<file path="src/rtl/risc_v_rf_port_ctrl_if.sv">
// Operand-request, operand-response and writeback handshakes between the pipeline
// and the register-file port controller.
interface risc_v_rf_port_ctrl_if #(parameter int XLEN = 32);
  logic            req_valid;
  logic            req_ready;
  logic [4:0]      req_rs1;
  logic [4:0]      req_rs2;
  logic            req_use1;
  logic            req_use2;
  logic            rsp_valid;
  logic            rsp_ready;
  logic [XLEN-1:0] rsp_op1;
  logic [XLEN-1:0] rsp_op2;
  logic            wb_valid;
  logic            wb_ready;
  logic [4:0]      wb_rd;
  logic [XLEN-1:0] wb_data;

  modport master (
    output req_valid, req_rs1, req_rs2, req_use1, req_use2, rsp_ready,
           wb_valid, wb_rd, wb_data,
    input  req_ready, rsp_valid, rsp_op1, rsp_op2, wb_ready
  );

  modport slave (
    input  req_valid, req_rs1, req_rs2, req_use1, req_use2, rsp_ready,
           wb_valid, wb_rd, wb_data,
    output req_ready, rsp_valid, rsp_op1, rsp_op2, wb_ready
  );
endinterface

</file>
<file path="src/rtl/risc_v_rf_port_ctrl.sv">
// Client-side controller for a 2R/1W register file: hazard-stalled operand fetch
// plus an in-order writeback FIFO draining one entry per cycle.
//   state | meaning
//   IDLE  | ready for a new operand request
//   WAIT  | hold while a pending writeback targets an effective source
//   READ  | drive read enables/addresses
//   CAPT  | register read data into the operand outputs
//   RESP  | present operands until the consumer takes them
module risc_v_rf_port_ctrl #(
  parameter int XLEN     = 32,
  parameter int WB_DEPTH = 2,
  parameter int CNT_W    = 16
) (
  input  logic                  clk,
  input  logic                  reset,
  risc_v_rf_port_ctrl_if.slave  bus,
  output logic                  wr,
  output logic [4:0]            waddr,
  output logic [XLEN-1:0]       wdata,
  output logic                  re1,
  output logic [4:0]            raddr1,
  input  logic [XLEN-1:0]       rdata1,
  output logic                  re2,
  output logic [4:0]            raddr2,
  input  logic [XLEN-1:0]       rdata2,
  output logic [CNT_W-1:0]      stall_cnt
);
  localparam int PTR_W = $clog2(WB_DEPTH);
  localparam logic [PTR_W:0] CNT_FULL = (PTR_W+1)'(WB_DEPTH);

  typedef enum logic [2:0] {IDLE, WAIT, READ, CAPT, RESP} state_t;
  state_t state_q, state_d;

  logic [4:0]      fifo_rd   [WB_DEPTH];
  logic [XLEN-1:0] fifo_data [WB_DEPTH];
  logic [PTR_W-1:0] head, tail, off;
  logic [PTR_W:0]   count;
  logic push, pop, hazard;

  logic [4:0]      rs1_q, rs2_q;
  logic            eff1_q, eff2_q;
  logic [XLEN-1:0] op1_q, op2_q;

  // Writes to x0 are acknowledged but never reach the file.
  assign bus.wb_ready = (count != CNT_FULL);
  assign push  = bus.wb_valid && bus.wb_ready && (bus.wb_rd != 5'd0);
  assign pop   = (count != '0);
  assign wr    = pop;
  assign waddr = pop ? fifo_rd[head]   : '0;
  assign wdata = pop ? fifo_data[head] : '0;

  always_ff @(posedge clk) begin
    if (push) begin
      fifo_rd[tail]   <= bus.wb_rd;
      fifo_data[tail] <= bus.wb_data;
    end
  end

  always_ff @(posedge clk or negedge reset) begin
    if (!reset) begin
      head  <= '0;
      tail  <= '0;
      count <= '0;
    end else begin
      if (push) tail <= tail + 1'b1;
      if (pop)  head <= head + 1'b1;
      case ({push, pop})
        2'b10:   count <= count + 1'b1;
        2'b01:   count <= count - 1'b1;
        default: count <= count;
      endcase
    end
  end

  // Only registered entries count; a writeback arriving on the WAIT->READ edge is younger.
  always_comb begin
    hazard = 1'b0;
    off    = '0;
    for (int i = 0; i < WB_DEPTH; i++) begin
      off = PTR_W'(i) - head;
      if (({1'b0, off} < count) &&
          ((eff1_q && (fifo_rd[i] == rs1_q)) || (eff2_q && (fifo_rd[i] == rs2_q))))
        hazard = 1'b1;
    end
  end

  always_ff @(posedge clk or negedge reset) begin
    if (!reset) state_q <= IDLE;
    else        state_q <= state_d;
  end

  always_comb begin
    state_d       = state_q;
    bus.req_ready = 1'b0;
    bus.rsp_valid = 1'b0;
    re1           = 1'b0;
    re2           = 1'b0;
    raddr1        = '0;
    raddr2        = '0;
    case (state_q)
      IDLE: begin
        bus.req_ready = 1'b1;
        if (bus.req_valid) state_d = WAIT;
      end
      WAIT: if (!hazard) state_d = READ;
      READ: begin
        re1     = eff1_q;
        re2     = eff2_q;
        raddr1  = eff1_q ? rs1_q : 5'd0;
        raddr2  = eff2_q ? rs2_q : 5'd0;
        state_d = CAPT;
      end
      CAPT: state_d = RESP;
      RESP: begin
        bus.rsp_valid = 1'b1;
        if (bus.rsp_ready) state_d = IDLE;
      end
      default: state_d = IDLE;
    endcase
  end

  always_ff @(posedge clk or negedge reset) begin
    if (!reset) begin
      rs1_q     <= '0;
      rs2_q     <= '0;
      eff1_q    <= 1'b0;
      eff2_q    <= 1'b0;
      op1_q     <= '0;
      op2_q     <= '0;
      stall_cnt <= '0;
    end else begin
      if (state_q == IDLE && bus.req_valid) begin
        rs1_q  <= bus.req_rs1;
        rs2_q  <= bus.req_rs2;
        eff1_q <= bus.req_use1 && (bus.req_rs1 != 5'd0);
        eff2_q <= bus.req_use2 && (bus.req_rs2 != 5'd0);
      end
      if (state_q == CAPT) begin
        op1_q <= eff1_q ? rdata1 : '0;
        op2_q <= eff2_q ? rdata2 : '0;
      end
      if (state_q == WAIT && hazard && (stall_cnt != '1))
        stall_cnt <= stall_cnt + 1'b1;
    end
  end

  assign bus.rsp_op1 = op1_q;
  assign bus.rsp_op2 = op2_q;
endmodule

</file>
<file path="src/flat_wrapper.sv">
// flat-port wrapper written by rule: the top's interface ports become plain ports
module risc_v_rf_port_ctrl_flat 
#(
  parameter int XLEN     = 32,
  parameter int WB_DEPTH = 2,
  parameter int CNT_W    = 16
)
  (clk, reset, wr, waddr, wdata, re1, raddr1, rdata1, re2, raddr2, rdata2, stall_cnt, bus_req_valid, bus_req_rs1, bus_req_rs2, bus_req_use1, bus_req_use2, bus_rsp_ready, bus_wb_valid, bus_wb_rd, bus_wb_data, bus_req_ready, bus_rsp_valid, bus_rsp_op1, bus_rsp_op2, bus_wb_ready);
  risc_v_rf_port_ctrl_if #(.XLEN(XLEN)) bus_i ();
  input  logic clk;
  input  logic reset;
  output logic wr;
  output logic [4:0] waddr;
  output logic [XLEN-1:0] wdata;
  output logic re1;
  output logic [4:0] raddr1;
  input  logic [XLEN-1:0] rdata1;
  output logic re2;
  output logic [4:0] raddr2;
  input  logic [XLEN-1:0] rdata2;
  output logic [CNT_W-1:0] stall_cnt;
  input wire logic [$bits(bus_i.req_valid)-1:0] bus_req_valid;
  input wire logic [$bits(bus_i.req_rs1)-1:0] bus_req_rs1;
  input wire logic [$bits(bus_i.req_rs2)-1:0] bus_req_rs2;
  input wire logic [$bits(bus_i.req_use1)-1:0] bus_req_use1;
  input wire logic [$bits(bus_i.req_use2)-1:0] bus_req_use2;
  input wire logic [$bits(bus_i.rsp_ready)-1:0] bus_rsp_ready;
  input wire logic [$bits(bus_i.wb_valid)-1:0] bus_wb_valid;
  input wire logic [$bits(bus_i.wb_rd)-1:0] bus_wb_rd;
  input wire logic [$bits(bus_i.wb_data)-1:0] bus_wb_data;
  output wire logic [$bits(bus_i.req_ready)-1:0] bus_req_ready;
  output wire logic [$bits(bus_i.rsp_valid)-1:0] bus_rsp_valid;
  output wire logic [$bits(bus_i.rsp_op1)-1:0] bus_rsp_op1;
  output wire logic [$bits(bus_i.rsp_op2)-1:0] bus_rsp_op2;
  output wire logic [$bits(bus_i.wb_ready)-1:0] bus_wb_ready;
  assign bus_i.req_valid = bus_req_valid;
  assign bus_i.req_rs1 = bus_req_rs1;
  assign bus_i.req_rs2 = bus_req_rs2;
  assign bus_i.req_use1 = bus_req_use1;
  assign bus_i.req_use2 = bus_req_use2;
  assign bus_i.rsp_ready = bus_rsp_ready;
  assign bus_i.wb_valid = bus_wb_valid;
  assign bus_i.wb_rd = bus_wb_rd;
  assign bus_i.wb_data = bus_wb_data;
  assign bus_req_ready = bus_i.req_ready;
  assign bus_rsp_valid = bus_i.rsp_valid;
  assign bus_rsp_op1 = bus_i.rsp_op1;
  assign bus_rsp_op2 = bus_i.rsp_op2;
  assign bus_wb_ready = bus_i.wb_ready;
  risc_v_rf_port_ctrl #(.XLEN(XLEN), .WB_DEPTH(WB_DEPTH), .CNT_W(CNT_W)) u_core (.clk(clk), .reset(reset), .bus(bus_i), .wr(wr), .waddr(waddr), .wdata(wdata), .re1(re1), .raddr1(raddr1), .rdata1(rdata1), .re2(re2), .raddr2(raddr2), .rdata2(rdata2), .stall_cnt(stall_cnt));
endmodule
</file>
<file path="config.mk">
export PLATFORM = sky130hd
export DESIGN_NAME = risc_v_rf_port_ctrl_flat
export DESIGN_NICKNAME = d
export VERILOG_FILES = /design/src/rtl/risc_v_rf_port_ctrl_if.sv /design/src/rtl/risc_v_rf_port_ctrl.sv /design/src/flat_wrapper.sv
export SDC_FILE = /design/constraint.sdc
export NUM_CORES = 1
export LEC_CHECK = 0
export BUFFER_PORTS_ARGS = -buffer_cell sky130_fd_sc_hd__buf_2
export CORE_MARGIN = 2
export CORE_UTILIZATION = 50
export CTS_CLUSTER_DIAMETER = 40
export DETAILED_ROUTE_END_ITERATION = 12
export PLACE_DENSITY = 0.77
export SLEW_MARGIN = 0
export SYNTH_ARGS = -nofsm -noshare
export SYNTH_HDL_FRONTEND = slang
export SYNTH_SLANG_ARGS = --single-unit
</file>
<file path="constraint.sdc">
create_clock -name clk -period 3.8 [get_ports clk]
set_input_delay 0.19 -clock clk [delete_from_list [all_inputs] [get_ports clk]]
set_output_delay 0.19 -clock clk [all_outputs]
set_load 0.03 [all_outputs]
</file>
* After elaboration in Yosys (flattened, before gate mapping)
Memory sizes are Yosys's and may differ from the RTL's. Cells that the tools add are included.
Word-level totals: word-level logic and storage cells 80, memories kept 2, memory bits (writable) 74, bits in registers 99, output and inout port bits 133
Memory list:
- u_core.fifo_data | words 2, bits a word 32, rd ports 1, clocked after memory_dff 0, wr ports 1, line risc_v_rf_port_ctrl.sv:35 | logic [XLEN-1:0] fifo_data [WB_DEPTH];
- u_core.fifo_rd | words 2, bits a word 5, rd ports 3, clocked after memory_dff 0, wr ports 1, line risc_v_rf_port_ctrl.sv:34 | logic [4:0] fifo_rd [WB_DEPTH];
Operators by class: reduce and logical (&&, ||, !) cells 22, multiplexer cells 21, order comparisons 2, equal/unequal tests 15, add/sub/neg operators 7
Operators by type and width (number):
- 2-to-1 mux 32 bit | 3
- 2-to-1 mux 5 bit | 5
- equality test 5 bit | 4
- adder 16 x 1 -> 16 bit (second input constant) | 1
- != test 16 bit (second input constant) | 1
- one-hot mux 3 bit (5 select lines) | 1
- nonzero test 5 bit | 3
- logical AND 1 bit | 13
- 2-to-1 mux 3 bit | 3
- 2-to-1 mux 1 bit | 8
- != test 2 bit (second input constant) | 4
- equality test 3 x 2 -> 1 bit (second input constant) | 2
- less-than comparator 1 x 2 -> 1 bit | 2
- one-hot mux 2 bit (2 select lines) | 1
- nonzero test 2 bit | 2
- equality test 3 x 1 -> 1 bit (second input constant) | 1
- equality test 3 bit (second input constant) | 1
- zero test 3 bit | 1
- AND reduction 3 bit | 1
- adder 1 bit (second input constant) | 2
- adder 2 x 1 -> 2 bit (second input constant) | 1
- equality test 2 x 1 -> 1 bit (second input constant) | 1
- equality test 2 bit (second input constant) | 1
- logical OR 1 bit | 2
- other kinds (2) | 3

* Logic depth before layout (Yosys ltp)
Gate-level depths: netlist of the first run.
word-level depth 8, mapped depth 8, gate-level depth less buffers 7

* Worst setup path before layout of the first run
No wires, ideal clock.
path kind register to register, from register u_core.count[0], to memory u_core.fifo_data[0][0] (enable), slack 0.782 ns, stages on the path, launching flop included 4, data required time 3.369 ns, period minus slack after synthesis 3.018 ns, setup time 0.431 ns, buffers on the path 0, arrival time 2.587 ns, cell sequence dfrtp_1 > nand2b_1 > o211ai_1 > nor2_1
Between the ends: word-level cells in the longest chain between the ends 5
Ends and longest elaborated chain:
- start, declared | line risc_v_rf_port_ctrl.sv:37 | logic [PTR_W:0] count;
- start signal, assigned | line risc_v_rf_port_ctrl.sv:68 | 2'b10: count <= count + 1'b1;
- start signal, assigned | line risc_v_rf_port_ctrl.sv:69 | 2'b01: count <= count - 1'b1;
- start signal, assigned | line risc_v_rf_port_ctrl.sv:70 | default: count <= count;
- != test 2 bit | line risc_v_rf_port_ctrl.sv:45 | assign bus.wb_ready = (count != CNT_FULL);
- named net bus_wb_ready | line flat_wrapper.sv:35 | output wire logic [$bits(bus_i.wb_ready)-1:0] bus_wb_ready;
- logical AND 1 bit (2 in series) | line risc_v_rf_port_ctrl.sv:46 | assign push = bus.wb_valid && bus.wb_ready && (bus.wb_rd != 5'd0);
- 2-to-1 mux 1 bit | line risc_v_rf_port_ctrl.sv:53 | if (push) begin
- 2-to-1 mux 1 bit (implied by the code) | line risc_v_rf_port_ctrl.sv:55 | fifo_data[tail] <= bus.wb_data;
- end, declared | line risc_v_rf_port_ctrl.sv:35
The timed path passes the listed nets, and every way through them passes these cells.

* Final worst setup path of the first run
from register u_core.eff2_q, to output raddr2[2]
Between the ends: word-level cells in the longest chain between the ends 2
Ends and longest elaborated chain:
- start, declared | line risc_v_rf_port_ctrl.sv:41 | logic eff1_q, eff2_q;
- start signal, assigned | line risc_v_rf_port_ctrl.sv:136 | eff2_q <= bus.req_use2 && (bus.req_rs2 != 5'd0);
- 2-to-1 mux 5 bit | line risc_v_rf_port_ctrl.sv:110 | raddr2 = eff2_q ? rs2_q : 5'd0;
- 2-to-1 mux 5 bit | line risc_v_rf_port_ctrl.sv:100 | case (state_q)
- end, declared | line flat_wrapper.sv:19 | output logic [4:0] raddr2;
Every way passes these cells.

==> impl_summary.md, run 1 <==
Status
The run finished with clean final reports.

Finish
Leaving out fill and tap cells, the most frequent cell in the layout is buf_2. The number of cells in the finished layout apart from fillers is ~1100. At the end of the flow the core is filled with cells to 0.6684.

From synthesis to final layout, the design area changed by 32.21%. The fraction of final layout cells with drive strength greater than 1 is 0.3439. The number of filler cells placed in the layout is 1078.

After routing the design area is around 9600 µm². The top cell types in the final layout, fill and taps aside, are 249 x buf_2, 143 x nand2_1, 98 x dfrtp_1, 74 x edfxtp_1, 69 x o21ai_0. The final net count is approximately 1000.

Yosys
The sequential cell area fraction in the yosys report is 0.6469. The total of warnings raised by yosys is 0. The total standard cell area after synthesis is about 7300 µm². The netlist uses 40 different library cells.

In the synthesized netlist the async set-or-reset flop fraction comes to 0.5723. The number of flops mapped to enable cells by yosys is between 70 and 80. The synthesized design contains 173 register bits. The dominant synthesized flop cell is dfrtp_1. Synthesis handed over a netlist of between 600 and 700 instances. The net count after synthesis is ~750. The synthesized area per cell is between 10 and 15 µm².

Hold path
The path type of the worst min-delay path is input pin to flop.

Floorplanning
The floorplan has 44 rows. The core region is ~14000 µm². The die extent in y is between 100 and 150 µm. The die width is 124.5 µm. In this run the count of I/O pins placed on the die edge is 251. The area of the die is 15510 µm². The effective utilization at floorplan is 0.5056.

Route
The vias per cell is between 5 and 6. The first-pass iteration count of the detailed router is 4. The post-detailed-route DRC marker count is 0. The first routing iteration left between 300 and 400 violations. After detailed routing, the total wire length is ~17000 µm. Across all layers, the routed design uses around 5600 vias. The mean routed wirelength per cell is ~16 µm. The detail route stage leaves a number of antenna-violating nets equal to 0.

Critical path
The longest individual stage delay on the worst path is slightly below 0.8 ns. Counting both buffers and inverters, the worst setup path holds a total of 2. Walking the worst path, the cells encountered are buf_4 > nor4bb_1 > and2_1 > buf_2. STA classifies the critical path endpoint as an output port. Data on the critical path arrives at its endpoint at 2.43 ns. The largest fanout of any net on the critical path is 34.

The cell family with the largest share of critical-path delay is simple AND/OR/NAND/NOR gates. The kind of start point of the critical path is a flop. For this design, the slowest cell found on the critical path is nor4bb_1. The required time of the critical path is 3.61 ns. The setup path with the least slack is of type flop to output port.

Timing
The final worst hold slack is 0.01848 ns. The max-slew violation count is 0. On the final layout, the worst clock skew is 0.007802 ns. The worst path needs roughly 2.6 ns of the cycle, external delays included.

Setup repair after global routing left no endpoint under its margin. The accumulated negative setup slack is 0 ns. The worst-case setup margin in the final layout is around 1.2 ns. Dividing the final minimum period by the clock period gives 0.6906. Setup violations remaining at the end of the flow were counted as 0. For the pin with the worst max-slew slack, the measured transition is approximately 1.1 ns.

Measured against its own limit, the worst slew margin works out to 0.2844. The top achievable clock speed is around 380 MHz. The final number of hold-violating endpoints is 0.

GRT
The first-pass GRT wire length is roughly 28000 µm. The number of antenna violations at the first check in global routing is 1. Entering global routing, the biggest net connects 130 pins.

The number of global-route vias before repair is about 5500. The global-route usage over all layers is 0.2278. For this run the aggregate overflow at the end of global routing stands at 0.

Clock tree
The buffers inserted during post-CTS setup optimization is 0. The number of buffers created by CTS is 17. The number of buffers between clock root and the deepest sink is 2. The clock net sink count is between 150 and 200. The TritonCTS clock tree is done. Clock latency on the worst-skew pair, taken at its later pin, is about 0.42 ns.

The clock transition time at the flip-flop clock pins of the worst setup and hold paths is approximately 0.070 ns. The clock tree root driver cell is clkbuf_16. The total number of H-tree levels is 4.

Placed design
Once placement finished, the instance area stood at just under 9000 µm². The minimum setup slack after placement is about 1.6 ns. The count of buffers added on input and output ports is 250. The sum of net half-perimeters after detailed placement is approximately 12000 µm. Routability-driven placement finished with a final weighted congestion of ~0.85. Once placement completed, the tool counted placed cells totaling slightly above 1000.

Run
The number of max-cap violations is 0.

Pwr
The peak supply drop is between 600 and 700 µV. The overall power of the completed layout is 8.382 mW. The leakage power total is between 4 and 5 nW. The power density over cell area is about 870 nW/µm².
-- worst paths after layout --
kind,start,end,slack (ns),cells after the start
max,u_core.eff2_q,raddr2[2],1.18,4
min,rdata2[24],u_core.bus.rsp_op2[24],0.02,3
max reg2reg,u_core.count[0],u_core.fifo_data[1][2],1.62,3
min reg2reg,u_core.bus.rsp_op1[19],u_core.bus.rsp_op1[19],0.48,2
max in group asynchronous,reset,u_core.bus.rsp_op2[14],2.45,3
min in group asynchronous,reset,u_core.stall_cnt[11],0.47,2
-- cells in the mapped netlist, drive strengths merged, types with 2 or more instances --
cell      n  area [µm²]
a21oi     3       18.77
and2     10       62.56
buf       9       48.80
clkbuf   26       97.59
dfrtp    99        2477
edfxtp   74        2222
ha        2       25.02
inv       6       22.52
mux2     11       127.6
mux2i    37       370.4
nand2   143       536.8
nand2b    3       18.77
nand3     4       20.02
nand3b    2       18.77
nand4     7       43.79
nor2     54       205.2
nor3      5       40.04
nor4      9       96.34
nor4b     2       30.03
nor4bb    2       20.02
o21ai    69       345.3
or4       3       22.52
xnor2    18       157.7
xor2     22       192.7
-- flip-flops by register name, indices dropped and copies added, names as in the netlist --
| signal | cells |
|---|---|
| u_core.bus.rsp_op1 | 32 |
| u_core.bus.rsp_op2 | 32 |
| u_core.count | 2 |
| u_core.eff1_q | 1 |
| u_core.eff2_q | 1 |
| u_core.fifo_data | 64 |
| u_core.fifo_rd | 10 |
| u_core.head | 1 |
| u_core.rs1_q | 5 |
| u_core.rs2_q | 5 |
| u_core.stall_cnt | 16 |
| u_core.state_q | 3 |
| u_core.tail | 1 |
-- cell families after synthesis --
logic type,synth area share
AO/OA/AOI/OAI,0.05443
XOR/XNOR,0.04823
adder cells (fa/ha/maj),0.003444
buffers and inverters,0.02325
flip-flops,0.6469
multiplexers,0.06855
AND/OR/NAND/NOR,0.1552
-- routing by layer --
layer  wire length (µm)  GRT usage  vias up
met5                  0          0        -
met4                418    0.08989        0
met3               1146    0.05971       30
met2               8434     0.3748      210
met1               7374     0.2897     2610
li1                   -          -     2707
-- tightest hold or removal path, cell delays in order --
cell and delay, ns:
buf_2 0.09, nand2_1 0.05, o21ai_0 0.06
-- layout make-up --
class	instances	area, µm²	share of cell area
inverters	6	22.52	0.002345
diodes	1	2.502	0.0002606
flip-flops and latches	173	4701	0.4894
clock buffers	18	429.2	0.04468
multi-input cells	412	2414	0.2513
well taps	184	230.2	0.02397
clock inverters	14	108.9	0.01133
repair buffers	296	1697	0.1767
-- repair_timing --
item	4_1_cts	5_1_grt
endpoints found under the hold margin	151	0
resized for setup	0	0
hold buffers	39	0
-- power breakdown --
group	internal, mW	leakage, nW	switching [mW]
combinational	1.13	2.31	2.64
sequential	2.63	1.99	0.399
clock	0.847	0.254	0.736
Power figures use the tool's default switching activity.
==> run 2: changes to the inputs <==
--- a/config.mk
+++ b/config.mk
@@ -7,10 +7,10 @@
 export LEC_CHECK = 0
 export BUFFER_PORTS_ARGS = -buffer_cell sky130_fd_sc_hd__buf_2
 export CORE_MARGIN = 2
-export CORE_UTILIZATION = 50
+export CORE_UTILIZATION = 45
 export CTS_CLUSTER_DIAMETER = 40
 export DETAILED_ROUTE_END_ITERATION = 12
-export PLACE_DENSITY = 0.77
+export PLACE_DENSITY = 0.73
 export SLEW_MARGIN = 0
 export SYNTH_ARGS = -nofsm -noshare
 export SYNTH_HDL_FRONTEND = slang
==> constraint.sdc (replaced) <==
create_clock -name clk -period 2.4 [get_ports clk]
set_input_delay 0.12 -clock clk [delete_from_list [all_inputs] [get_ports clk]]
set_output_delay 0.12 -clock clk [all_outputs]
set_load 0.03 [all_outputs]
==> run 2 against run 1 <==
Flip-flop and latch count is the same. Design area grew 9.9%. Setup slack worse by 0.97 ns. Critical path depth rose by 1. Combinational power is 66% higher. Critical path type unchanged. Clock skew is 0.0020 ns higher. Routed wire length up 15%.
==> impl_summary.md, run 2 (synthesis results as in run 1) <==
Clock tree
The clock tree root driver cell is clkbuf_16. The buffers inserted during post-CTS setup optimization is 0. The number of buffers between clock root and the deepest sink is 2. TritonCTS built the clock tree.

Buffers inserted during clock tree synthesis total 17. Clock latency on the worst-skew pair, taken at its later pin, is roughly 0.42 ns. The number of gates resized after CTS was 0. The clock net sink count is between 150 and 200.

The total number of H-tree levels is 4. The clock transition time at the flip-flop clock pins of the worst setup and hold paths is 0.06 ns.

GRT
After global routing the overflow that remains totals 0. The global-route usage over all layers is 0.2293. The number of global-route vias before repair was 6037. The number of antenna violations at the first check in global routing was 0. The maximum number of pins on one net before global-route repair is between 100 and 150. The first global-routing pass estimated between 30000 and 40000 µm of wire.

Floorplanning
The floorplan step defined a die boundary enclosing 17180 µm². The die extent in y is between 100 and 150 µm. The placeable core area is 15830 µm².

The die width is between 100 and 150 µm. The number of cell rows is 46. Pin placement for this block handled 251 I/O pins. The initial utilization of the core area, before any placement, comes to 0.4590.

Status
The flow ran to the end, and the final reports show no timing, DRC or antenna violations.

Critical path
STA classifies the critical path startpoint as a flop. At the worst endpoint, the required time is 2.28 ns. The cell family with the largest share of critical-path delay is buffers and inverters.

For this design, the slowest cell found on the critical path is dfrtp_1. Traced cell by cell, the critical path runs through buf_4 > nor4bb_1 > buf_4 > and2_1 > buf_2. STA classifies the critical path endpoint as an output port.

On the worst path, the slowest cell contributes a delay of 0.42 ns. The largest fanout of any net on the critical path is 34. The number of buffer and inverter instances along the worst setup path is 3. The cell repeated most along the worst path is buf_4.

The worst setup path is of the flop to output port kind. The worst endpoint data arrival time is ~2.1 ns.

Timing
Setup repair after global routing left no endpoint under its margin. In this run the tightest slew margin relative to its limit is 0.2718. For the final database, setup skew stands at 0.009830 ns. The final critical-path required period is approximately 2.2 ns. The accumulated negative setup slack is 0 ns. The fraction of the cycle the final worst path needs is 0.9160. For the pin with the worst max-slew slack, the measured transition is roughly 1.1 ns.

The final number of hold-violating endpoints is 0. The max-slew violation count is 0. Static timing analysis puts the maximum clock frequency at 454.9 MHz.

Setup violations remaining at the end of the flow were counted as 0.

Route
The vias per cell is between 4 and 5. In this run the remaining antenna-violating nets after routing total 0. The first TritonRoute pass finished after 5 iterations. The count of routing violations after the opening detailed-route iteration is between 300 and 400. The post-detailed-route DRC marker count is 0. The via count is roughly 6000.

The routed wire length is ~20000 µm. Dividing the detail-routed wire length by the instance count gives 16.33 µm.

Finish
The total inserted antenna cells is 0. u_core.fifo_data holds more flip-flops than any other register. The library cells used most frequently in the layout, excluding fill and tap cells, are 249 x buf_2, 143 x nand2_1, 115 x dlygate4sd3_1, 98 x dfrtp_1, 74 x edfxtp_1. The fraction of final layout cells with drive strength greater than 1 is 0.3227. The layout overhead on the synthesized area is 45.33%. The multi-input combinational cells in the finished layout cover a total of approximately 2400 µm². The most common cell after layout, fill and taps aside is buf_2. The sequential cell area is around 4700 µm².

Fill cells in the final layout number 1139. The number of flip-flops under the largest register name is 64. The final net count is 1111.

The core occupancy in the finished layout is 0.6670. The finished cells cover around 11000 µm².

Placed design
The sum of net half-perimeters after detailed placement is roughly 13000 µm. The global placement routability congestion is around 0.90. The number of buffers added on ports is 250.

Summing all placed instances gives a cell area of just under 9000 µm².

Pwr
Internal power comes to 7.711 mW. The combinational power share is 0.453. The part of the power in registers is 0.350. The power density over cell area is 1306 nW/µm². The net switching power of the design is just over 6 mW. The leakage power total is a little under 5 nW. The worst-case IR drop observed on VDD is roughly 660 µV. Of the total power, the clock network draws 0.197. Of the total power, the share spent switching nets is 0.4409.

Hold path
The min-delay analysis places its worst path in the category input pin to flop.

Run
The number of max-cap violations is 0.
run 2: cell types whose count changed in the layout (fill, tap and decap cells not counted), moves of 2 or more:
| cell | change |
|---|---|
| buf_12 | +3 |
| clkbuf_1 | +2 |
| clkinvlp_4 | -2 |
| clkbuf_16 | +2 |
| buf_4 | +6 |
| dlygate4sd3_1 | +76 |
| inv_6 | -4 |
run 2: area by class of cell:
class	count	share of cell area
clock buffer	24	0.04812
clock inverter	8	0.007585
inverter	6	0.002133
multi-input combinational	412	0.2286
sequential	173	0.4452
tap	216	0.02560
timing repair buffer	381	0.2427
run 2: worst paths after layout:
check                                  startpoint                endpoint  depth (start not counted)  slack, ns
setup reg to reg                  u_core.rs1_q[4]     u_core.stall_cnt[1]                          7       0.32
hold / removal                      bus_req_valid       u_core.state_q[0]                          4       0.12
min in group asynchronous                   reset  u_core.bus.rsp_op1[23]                          2       0.32
max in group asynchronous                   reset     u_core.stall_cnt[0]                          3       1.45
hold reg to reg            u_core.bus.rsp_op2[26]  u_core.bus.rsp_op2[26]                          2       0.47
setup / recovery                    u_core.eff1_q               raddr1[0]                          5       0.20
run 2: stage by stage:
stage	worst slack (ns)	hold slack, ns	instances	power, mW
3_5_place_dp	0.2971	0.2141	1073	10.94
2_1_floorplan	-0.03368	-0.1756	626	8.985
6_report	0.2016	0.1243	1220	13.79
3_3_place_gp	0.3863	0.2090	1073	10.80
5_1_grt	0.09989	0.1194	1220	14.64
4_1_cts	0.2052	0.09579	1220	13.82
run 2: power by group through the flow:
| stage | clock network (mW) | logic (mW) | registers (mW) |
|---|---|---|---|
| 6_report | 2.72 | 6.25 | 4.82 |
| 3_3_place_gp | 0 | 6.02 | 4.79 |
| 4_1_cts | 2.77 | 6.26 | 4.79 |
| 5_1_grt | 2.90 | 6.78 | 4.96 |
| 3_5_place_dp | 0 | 6.09 | 4.85 |
| 2_1_floorplan | 0 | 3.16 | 5.83 |
run 2: worst reg2reg max path, delay by kind of cell, from the launching register on:
family / cells / cell delay (ns)
simple gates: 4 / 0.80
flops: 1 / 0.43
mux: 1 / 0.31
buf+inv: 1 / 0.23
xor+xnor: 1 / 0.21
run 2: timing repair:
action	4_1_cts	5_1_grt
hold endpoints to repair	201	0
hold buffers	115	0
endpoints found under the setup margin	0	0
run 2: routing by layer:
| metal | routed length (µm) | part of all wire | track usage | up-vias |
|---|---|---|---|---|
| met4 | 469 | 0.024 | 0.09324 | 0 |
| met2 | 9889 | 0.50 | 0.3947 | 227 |
| met1 | 7918 | 0.40 | 0.2668 | 2796 |
| li1 | - | - | - | 2865 |
| met3 | 1650 | 0.083 | 0.07224 | 38 |
| met5 | 0 | 0 | 0 | - |
==> run 3: changes to the inputs <==
--- a/config.mk
+++ b/config.mk
@@ -11,6 +11,7 @@
 export CTS_CLUSTER_DIAMETER = 40
 export DETAILED_ROUTE_END_ITERATION = 12
 export PLACE_DENSITY = 0.73
+export RECOVER_POWER = 25
 export SLEW_MARGIN = 0
 export SYNTH_ARGS = -nofsm -noshare
 export SYNTH_HDL_FRONTEND = slang
==> constraint.sdc (replaced) <==
create_clock -name clk -period 2 [get_ports clk]
set_input_delay 0.1 -clock clk [delete_from_list [all_inputs] [get_ports clk]]
set_output_delay 0.1 -clock clk [all_outputs]
set_load 0.03 [all_outputs]
==> run 3 against run 2 <==
First-iteration DRC count fell by 17%. Power rose by 23%. Combinational power rose by 26%. Core utilization up 1.3 points.
==> impl_summary.md, run 3 (synthesis results as in run 1) <==
Status
The run finished with clean final reports.

Clock tree
The clock tree root driver cell is clkbuf_16. The H-tree was split into 4 levels. Counting along the longest clock path gives a buffer depth of 2.

TritonCTS created 17 clock buffers. TritonCTS built the clock tree. The clock net in this run drives a total of roughly 170 sinks. The clock reaches the later pin of the worst-skew pair after between 0.4 and 0.5 ns. Clock-pin slew was measured on the worst setup and hold paths at approximately 0.070 ns.

GRT
Entering global routing, the biggest net connects 130 pins. The first-pass GRT wire length is roughly 29000 µm. The number of antenna violations at the first check in global routing came to 0.

The number of global-route vias before repair is 5879. The met2 global-route usage is 0.3856. For this run, global-route usage on met1 was measured as 0.2574.

The layer flagged by global routing as most heavily used is met2. For this run, global-route usage on met3 was measured as 0.07224. The overflow left after global routing is 0. The global-route usage over all layers is 0.2220.

Timing
Setup repair after global routing could not meet its margin everywhere. The final critical-path required period is around 1.9 ns. The clock arrives with about 0.0078 ns of skew. At the pin with the least slew margin, the transition time is between 1 and 1.5 ns. For the final routed database, the setup TNS stands at 0 ns. The top achievable clock speed is 514.5 MHz. Setup slack closes at between 0.05 and 0.06 ns. The max-slew violation count is 0. Setup violations remaining at the end of the flow were counted as 0. The final number of hold-violating endpoints is 0.

The worst pin sits at a relative slew slack of 0.2760. Dividing the final minimum period by the clock period gives 0.9719.

Pwr
The power density over cell area is roughly 1600 nW/µm². IR analysis of the VDD net gives a maximum drop of about 1000 µV. In this run the static leakage power is approximately 5 nW.

Route
Once detail routing completed, the nets flagged for antenna violations numbered 0. The via count is between 6000 and 7000. The first-pass iteration count of the detailed router is 4. The post-detailed-route DRC marker count is 0. The mean routed wirelength per cell is ~16 µm. The count of routing violations after the opening detailed-route iteration is 278. The vias per cell is 4.879. After detailed routing, the total wire length is approximately 20000 µm.

Finish
Measured on the finished design, the core utilization comes to 0.6796. The fraction of final layout cells with drive strength greater than 1 is 0.3258. The final net count is 1124. The most common cell after layout, fill and taps aside is buf_2. Fill cells in the final layout number 1158. In the layout the commonest cells are 223 x buf_2, 143 x nand2_1, 115 x dlygate4sd3_1, 92 x dfrtp_1, 74 x edfxtp_1. The layout overhead on the synthesized area is 48.07%. The number of flip-flops under the largest register name is 64. After routing the design area is 10760 µm².

More flip-flops sit in one register than any other, and that register is u_core.fifo_data.

Placed design
Summed over all nets, the half-perimeter wirelength after detailed placement is ~13000 µm. The minimum setup slack after placement is between 0.015 and 0.02 ns. Once placement finished, the instance area stood at ~8900 µm².

The number of buffers added on ports is 250. Routability-driven placement finished with a final weighted congestion of ~0.87.

Critical path
The kind of start point of the critical path is a flop. Data on the critical path is required at its endpoint by about 2.3 ns. The number of cells on the worst reg-to-reg path is 8. The worst endpoint data arrival time is about 2.3 ns. The number of buffer and inverter instances along the worst setup path is 3.

The largest fanout of any net on the critical path is 17. The slowest stage of the critical path belongs to the cell dfrtp_1. The largest single stage delay on the critical path is ~0.37 ns. The critical path is of the flop to flop type. Broken down by cell family, the worst path's largest delay share belongs to buffers and inverters. Walking the worst path, the cells encountered are buf_4 > a21oi_2 > nor4_2 > buf_4 > nor4_4 > buf_12 > nor2_2 > mux2_4. For flop-to-flop paths, the worst setup slack is 0.06 ns. The startpoint of the worst-slack reg-to-reg timing path is u_core.count[0]. The most numerous cell type found on the critical path is buf_4. In this run the critical register-to-register path is captured at u_core.stall_cnt[1]. The worst setup path is captured at a flop.

Hold path
The path class of the tightest hold or removal check is input pin to flop. The worst hold path passes through 4 cells. In this run the most critical hold path is launched from bus_req_valid. The worst hold path terminates at u_core.state_q[0].

Floorplanning
The core region is ~16000 µm². In this run the count of I/O pins placed on the die edge is between 200 and 300. The floorplan step set the die width to ~130 µm.

The initial utilization of the core area, before any placement, comes to 0.4590. The die covers between 15000 and 20000 µm². After floorplanning, the core was divided into 46 placement rows. The die is about 130 µm tall.

Run
The number of max-cap violations is 0.
## run 3: final cells by class
| class | count | area [µm²] | area share |
|---|---|---|---|
| diodes | 2 | 5.005 | 0.0004653 |
| clock buffers | 17 | 425.4 | 0.03955 |
| clock inverters | 14 | 155.1 | 0.01442 |
| inverters | 6 | 22.52 | 0.002094 |
| multi-input cells | 412 | 2491 | 0.2316 |
| flip-flops and latches | 173 | 4708 | 0.4377 |
| well taps | 216 | 270.3 | 0.02512 |
| repair buffers | 394 | 2679 | 0.2490 |
## run 3: what timing repair did
item,in CTS,in global routing
buffers inserted,1,2
gates cloned,0,1
pin swaps,0,6
gates resized for setup,9,13
hold buffers,115,0
setup endpoints to repair,14,91
endpoints found under the hold margin,187,0
## run 3: how the worst max path moves through the flow
stage,end,start,depth (start not counted)
2_1_floorplan,raddr1[0],u_core.eff1_q,3
3_3_place_gp,u_core.fifo_data[0][15],u_core.count[1],4
3_5_place_dp,u_core.stall_cnt[1],u_core.fifo_rd[1][0],7
4_1_cts,u_core.fifo_data[0][20],u_core.count[1],4
5_1_grt,u_core.stall_cnt[5],u_core.fifo_rd[0][2],8
6_report,u_core.stall_cnt[1],u_core.count[0],8
## run 3: tightest hold or removal path, cell delays in order
cell and delay (ns):
buf_2 0.10, nor2_1 0.08, o22a_1 0.14, nor2_1 0.04
## run 3: power by group
part / switching [mW] / leakage (nW) / internal (mW)
Clock: 1.41 / 0.280 / 1.86
Combinational: 5.31 / 2.72 / 2.57
Sequential: 0.759 / 1.98 / 5.01
Total: 7.48 / 4.98 / 9.44
## run 3: through the flow
stage / hold WS, ns / cells / power (mW)
after floorplan: -0.1956 / 626 / 10.80
final: 0.06775 / 1234 / 16.91
after global routing: 0.09486 / 1232 / 17.87
after CTS: 0.04576 / 1229 / 16.73
after detailed placement: 0.1040 / 1082 / 13.18
after global placement: 0.1066 / 1082 / 13.03
## run 3: layer usage
metal / routed length, µm / part of all wire / vias up
li1: - / - / 2899
met1: 7944 / 0.40 / 2850
met2: 10100 / 0.50 / 236
met3: 1599 / 0.080 / 36
met4: 422 / 0.021 / 0
met5: 0 / 0 / -
